## src/rtl/multicycle_control.sv

```systemverilog
// Multi-cycle main control FSM for an RV32 subset (R-type, LW, SW, BEQ).
// Sequences a shared-ALU, shared-memory datapath and counts retired instructions.
module multicycle_control #(
    parameter int MEM_TIMEOUT = 255,
    parameter int CNT_W       = 32
) (
    input  logic             clk_i,
    input  logic             rst_i,
    input  logic [6:0]       opcode_i,
    input  logic             mem_ready_i,
    input  logic             zero_i,
    output logic             pc_write_o,
    output logic             pc_src_o,
    output logic             ir_write_o,
    output logic             i_or_d_o,
    output logic             mem_read_o,
    output logic             mem_write_o,
    output logic             reg_write_o,
    output logic             mem_to_reg_o,
    output logic             alu_src_a_o,
    output logic [1:0]       alu_src_b_o,
    output logic [1:0]       alu_op_o,
    output logic [3:0]       state_o,
    output logic             halted_o,
    output logic [1:0]       cause_o,
    output logic [CNT_W-1:0] retired_o
);

    typedef enum logic [3:0] {
        S_FETCH     = 4'd0,
        S_DECODE    = 4'd1,
        S_MEM_ADDR  = 4'd2,
        S_MEM_READ  = 4'd3,
        S_MEM_WB    = 4'd4,
        S_MEM_WRITE = 4'd5,
        S_EXEC_R    = 4'd6,
        S_R_WB      = 4'd7,
        S_BRANCH    = 4'd8,
        S_HALT      = 4'd9
    } state_t;

    localparam logic [6:0] OP_R   = 7'b0110011;
    localparam logic [6:0] OP_LW  = 7'b0000011;
    localparam logic [6:0] OP_SW  = 7'b0100011;
    localparam logic [6:0] OP_BEQ = 7'b1100011;

    localparam logic [1:0] C_NONE    = 2'b00;
    localparam logic [1:0] C_ILLEGAL = 2'b01;
    localparam logic [1:0] C_TIMEOUT = 2'b10;

    localparam int WC_W = (MEM_TIMEOUT > 1) ? $clog2(MEM_TIMEOUT) : 1;
    localparam bit TO_EN = (MEM_TIMEOUT != 0);
    localparam int TO_LAST_I = (MEM_TIMEOUT > 0) ? MEM_TIMEOUT - 1 : 0;
    localparam logic [WC_W-1:0] TO_LAST = WC_W'(TO_LAST_I);

    state_t          state;
    state_t          state_nx;
    logic [1:0]      cause_nx;
    logic [WC_W-1:0] wait_cnt;
    logic            waiting;
    logic            timeout;
    logic            retire;

    assign waiting = (state == S_FETCH)
                  || (state == S_MEM_READ)
                  || (state == S_MEM_WRITE);

    // The last allowed not-ready cycle expires; a ready on it wins.
    assign timeout = TO_EN && waiting && !mem_ready_i
                  && (wait_cnt == TO_LAST);

    always_comb begin
        state_nx = state;
        cause_nx = cause_o;
        retire   = 1'b0;
        unique case (state)
            S_FETCH: begin
                if (mem_ready_i) begin
                    state_nx = S_DECODE;
                end else if (timeout) begin
                    state_nx = S_HALT;
                    cause_nx = C_TIMEOUT;
                end
            end
            S_DECODE: begin
                case (opcode_i)
                    OP_R:    state_nx = S_EXEC_R;
                    OP_LW:   state_nx = S_MEM_ADDR;
                    OP_SW:   state_nx = S_MEM_ADDR;
                    OP_BEQ:  state_nx = S_BRANCH;
                    default: begin
                        state_nx = S_HALT;
                        cause_nx = C_ILLEGAL;
                    end
                endcase
            end
            S_MEM_ADDR: begin
                state_nx = (opcode_i == OP_SW) ? S_MEM_WRITE
                                               : S_MEM_READ;
            end
            S_MEM_READ: begin
                if (mem_ready_i) begin
                    state_nx = S_MEM_WB;
                end else if (timeout) begin
                    state_nx = S_HALT;
                    cause_nx = C_TIMEOUT;
                end
            end
            S_MEM_WB: begin
                state_nx = S_FETCH;
                retire   = 1'b1;
            end
            S_MEM_WRITE: begin
                if (mem_ready_i) begin
                    state_nx = S_FETCH;
                    retire   = 1'b1;
                end else if (timeout) begin
                    state_nx = S_HALT;
                    cause_nx = C_TIMEOUT;
                end
            end
            S_EXEC_R: state_nx = S_R_WB;
            S_R_WB: begin
                state_nx = S_FETCH;
                retire   = 1'b1;
            end
            S_BRANCH: begin
                state_nx = S_FETCH;
                retire   = 1'b1;
            end
            S_HALT:  state_nx = S_HALT;
            default: begin
                state_nx = S_HALT;
                cause_nx = C_ILLEGAL;
            end
        endcase
    end

    always_ff @(posedge clk_i or posedge rst_i) begin
        if (rst_i) begin
            state     <= S_FETCH;
            wait_cnt  <= '0;
            cause_o   <= C_NONE;
            retired_o <= '0;
        end else begin
            state     <= state_nx;
            cause_o   <= cause_nx;
            retired_o <= retired_o + CNT_W'(retire);
            // Any state change or completed access restarts the wait window.
            if (mem_ready_i || (state_nx != state)) begin
                wait_cnt <= '0;
            end else if (waiting && (wait_cnt != '1)) begin
                wait_cnt <= wait_cnt + 1'b1;
            end
        end
    end

    always_comb begin
        pc_write_o   = 1'b0;
        pc_src_o     = 1'b0;
        ir_write_o   = 1'b0;
        i_or_d_o     = 1'b0;
        mem_read_o   = 1'b0;
        mem_write_o  = 1'b0;
        reg_write_o  = 1'b0;
        mem_to_reg_o = 1'b0;
        alu_src_a_o  = 1'b0;
        alu_src_b_o  = 2'b00;
        alu_op_o     = 2'b00;
        if (!rst_i) begin
            unique case (state)
                S_FETCH: begin
                    mem_read_o  = 1'b1;
                    alu_src_b_o = 2'b01;
                    ir_write_o  = mem_ready_i;
                    pc_write_o  = mem_ready_i;
                end
                S_DECODE: begin
                    alu_src_b_o = 2'b10;
                end
                S_MEM_ADDR: begin
                    alu_src_a_o = 1'b1;
                    alu_src_b_o = 2'b10;
                end
                S_MEM_READ: begin
                    mem_read_o = 1'b1;
                    i_or_d_o   = 1'b1;
                end
                S_MEM_WB: begin
                    reg_write_o  = 1'b1;
                    mem_to_reg_o = 1'b1;
                end
                S_MEM_WRITE: begin
                    mem_write_o = 1'b1;
                    i_or_d_o    = 1'b1;
                end
                S_EXEC_R: begin
                    alu_src_a_o = 1'b1;
                    alu_op_o    = 2'b10;
                end
                S_R_WB: begin
                    reg_write_o = 1'b1;
                end
                S_BRANCH: begin
                    alu_src_a_o = 1'b1;
                    alu_op_o    = 2'b01;
                    pc_src_o    = 1'b1;
                    pc_write_o  = zero_i;
                end
                default: begin
                end
            endcase
        end
    end

    assign state_o  = state;
    assign halted_o = (state == S_HALT);

endmodule

```

## config.mk

```make
export PLATFORM = sky130hd
export DESIGN_NAME = multicycle_control
export DESIGN_NICKNAME = d
export VERILOG_FILES = /design/src/rtl/multicycle_control.sv
export SDC_FILE = /design/constraint.sdc
export NUM_CORES = 1
export LEC_CHECK = 0
export BUFFER_PORTS_ARGS = -buffer_cell sky130_fd_sc_hd__buf_2
export CAP_MARGIN = 10
export CORE_MARGIN = 2
export CORE_UTILIZATION = 35
export DETAILED_ROUTE_END_ITERATION = 12
export PLACE_DENSITY = 0.58
export SLEW_MARGIN = 20
export SYNTH_ARGS = -nofsm -noshare
export SYNTH_HDL_FRONTEND = slang
export SYNTH_SLANG_ARGS = --single-unit
export TNS_END_PERCENT = 50
```

## constraint.sdc

```tcl
create_clock -name clk_i -period 2.65 [get_ports clk_i]
set_input_delay 0.53 -clock clk_i [delete_from_list [all_inputs] [get_ports clk_i]]
set_output_delay 0.53 -clock clk_i [all_outputs]
set_load 0.05 [all_outputs]
```

==> run_results.csv <==
group,metric,value,unit
logic_synthesis,synth_top_area_share,42.3,%
worst_setup_path,critPathBufInv,2,
detailed_routing,drtIter0Drc,58,
cells_and_area,syn2layout_area_growth,22.8,%
logic_synthesis,yosys.area_share.adder,2.21,%
power_and_ir_drop,powerDensity,355,mW/mm2
global_routing,grt_pass1_vias,2129,
sta,drv_slew,0,
logic_synthesis,synth_ff_type,"dfrtp_1",
worst_setup_path,crit_start,"state_o[1]",
cells_and_area,design_area,0.00334,mm2
sta,hold_viol,0,
logic_synthesis,synth_cell_types,56,
cells_and_area,n_fill_cell,750,
logic_synthesis,netlist_area,0.00272,mm2
worst_setup_path,critPathCaptureType,"output port",
detailed_routing,drc,0,
logic_synthesis,yosysWarnings,0,
logic_synthesis,ys_top_cells_by_area,"dfrtp_1 42%, xnor2_1 8.7%, nand2_1 4.1%",
min_path,hp-class,"in2async",
power_and_ir_drop,peakVddDrop,178,uV
logic_synthesis,async_reset_ff_share,100,%
detailed_routing,routed_wl,6020,um
logic_synthesis,synthMuxAreaShare,0.782,%
clock_tree,clock-sinks,46,
global_routing,grt_usage,14.9,%
worst_setup_path,path_cells,"buf_4 > or3_1 > nor3_1 > buf_2",
detailed_routing,wire_per_inst,13.3,um
logic_synthesis,ys_ff_latch,46,
logic_synthesis,synth-seq-area-share,42.3,%
clock_tree,clock_latency,0.31,ns
place,dp_hpwl,4530,um
worst_setup_path,start_kind,"register",
clock_tree,postCtsHoldBufs,0,
logic_synthesis,synth_compound_area_share,9.25,%
cells_and_area,fin_cells,454,
floorplan,coreArea,0.00761,mm2
sta,fin_crit_sh,93.7,%
global_routing,grt_antenna_before_repair,0,
floorplan,start_util,35.7,%
clock_tree,root_buffer,"clkbuf_8",
worst_setup_path,r2r-start,"state_o[3]",
detailed_routing,vias,2249,
sta,setup_viol,0,
floorplan,row_count,32,
sta,fin_hold_ws,0.132,ns
sta,period_needed,2.48,ns
logic_synthesis,synth_top_area_cell,"dfrtp_1",
sta,max_freq,403,MHz
logic_synthesis,synth.avg_cell_area,9.64,um2
floorplan,io_pins,63,
worst_setup_path,crit_family,"simple AND/OR/NAND/NOR gates",
worst_setup_path,critPathMaxFanout,17,
logic_synthesis,synth_edf_count,0,
worst_setup_path,cpMaxStageDelayCell,"dfrtp_2",
sta,worstMarginPinSlew,0.548,ns
place,globalplace.congestion,0.785,
cells_and_area,n_antenna_cell,0,
place,placed_area,0.00322,mm2
job,maxCapViolations,0,
clock_tree,cts_setup_buffers,0,
cells_and_area,nNetsFinal,366,
sta,rsz0062_at_grt,"no",
place,placedCellCount,444,
worst_setup_path,critPathArrivalTime,1.95,ns
global_routing,grt_max_degree,45,
clock_tree,cts.htree.levels,2,
place,port_buffers,62,
clock_tree,cts_tree,"yes",
clock_tree,cts-resized-gates,0,
logic_synthesis,synth_xor_area_share,13.2,%
clock_tree,path_clk_slew,0.09,ns
logic_synthesis,yosys.area_share.simple,29.1,%
clock_tree,cts_made_buffers,5,
logic_synthesis,yosysMostFrequentCell,"dfrtp_1",
logic_synthesis,synth_top_family_by_area,"simple AND/OR/NAND/NOR gates",
global_routing,grt_pass1_wl,10300,um
worst_setup_path,slowest_delay,0.52,ns
detailed_routing,drtAntennaViolNets,0,
clock_tree,cts_buffer_depth,2,
detailed_routing,avgViaCountPerCell,4.95,
floorplan,design.die.area,0.00849,mm2
power_and_ir_drop,p_leak,1.63,nW
worst_setup_path,reg2reg_setup_slack,0.20,ns
cells_and_area,drive_gt1_share,32.7,%
global_routing,grt-ovfl-total,0,
detailed_routing,dr.pass1.iters,4,
floorplan,die_h,92.1,um
floorplan,die_x,92.1,um
logic_synthesis,synth_fp_nets,297,
logic_synthesis,syn_inst,282,
worst_setup_path,crit_type,"reg2out",
sta,skew,0.0128,ns
sta,maxSlewHeadroom,63.5,%
worst_setup_path,cp.required,2.12,ns
logic_synthesis,synth_commonest_cells,"46 x dfrtp_1, 30 x nand2_1, 27 x xnor2_1",
run_status,status,"completed",
## state kept, by name, summed over array words and instances, names as in the netlist
name / cells
wait_cnt: 8
cause_o: 2
state_o: 4
retired_o: 32
## final cells by class
cell class	count	area (um2)	share of cell area, %
Clock buffer	5	68.8	2.06
Clock inverter	3	23.8	0.712
Inverter	5	22.5	0.674
Multi-Input combinational cell	219	1530	45.7
Sequential cell	46	1160	34.6
Tap cell	102	128	3.82
Timing Repair Buffer	74	413	12.4
## report_power, final
| group | internal, mW | total, mW | switching [mW] |
|---|---|---|---|
| logic | 0.0128 | 0.0388 | 0.0260 |
| clock network | 0.189 | 0.445 | 0.256 |
| registers | 0.701 | 0.701 | 0 |
## cell usage in the layout (no fill, tap or decap), types with 3 or more instances in the layout
| cell | Yosys | final |
|---|---|---|
| nor2_1 | 26 | 25 |
| dfrtp_1 | 46 | 42 |
| a21oi_1 | 6 | 5 |
| nand3_1 | 12 | 12 |
| a31oi_1 | 4 | 4 |
| inv_1 | 5 | 4 |
| clkbuf_8 | 0 | 5 |
| o22ai_1 | 3 | 3 |
| nor3_1 | 20 | 17 |
| dfrtp_2 | 0 | 4 |
| xor2_1 | 12 | 12 |
| clkinvlp_4 | 0 | 3 |
| o21ai_0 | 9 | 9 |
| and3_1 | 7 | 7 |
| buf_2 | 3 | 62 |
| buf_4 | 1 | 11 |
| nor2b_1 | 4 | 4 |
| nand2_1 | 30 | 29 |
| xnor2_1 | 27 | 27 |
| nand2b_1 | 7 | 6 |
| nand4_1 | 4 | 4 |
| and2_1 | 3 | 3 |
| nor3_2 | 0 | 3 |
## per-layer routing
metal / wire length (um) / track usage, %
met5: 0 / 0
met1: 3060 / 22.0
met4: 80 / 3.61
met3: 255 / 2.38
met2: 2630 / 22.9
## logic make-up after synthesis
family,after synthesis
XOR/XNOR,40
multiplexers,2
flip-flops,46
AO/OA/AOI/OAI,35
adder cells (fa/ha/maj),5
buffers and inverters,17
AND/OR/NAND/NOR,137
## worst paths after layout
path | endpoint | cells after the start
min | state_o[3] | 2
max | pc_write_o | 4
max in group asynchronous | state_o[1] | 3
min reg2reg | retired_o[31] | 1
max reg2reg | retired_o[30] | 11
min in group clk_i | retired_o[31] | 1
## stage by stage
stage / setup WS (ns) / total power [mW] / utilization, % / setup TNS [ns]
finish: 0.166 / 1.19 / 43.9 / 0
detailed placement: 0.0744 / 0.756 / 42.3 / 0
CTS: 0.119 / 1.21 / 43.5 / 0
global placement: 0.145 / 0.755 / 42.3 / 0
floorplan: -0.119 / 0.738 / - / -0.504
global route: 0.00755 / 1.23 / 43.9 / 0
Note: power is estimated with default switching activity, not from simulation.
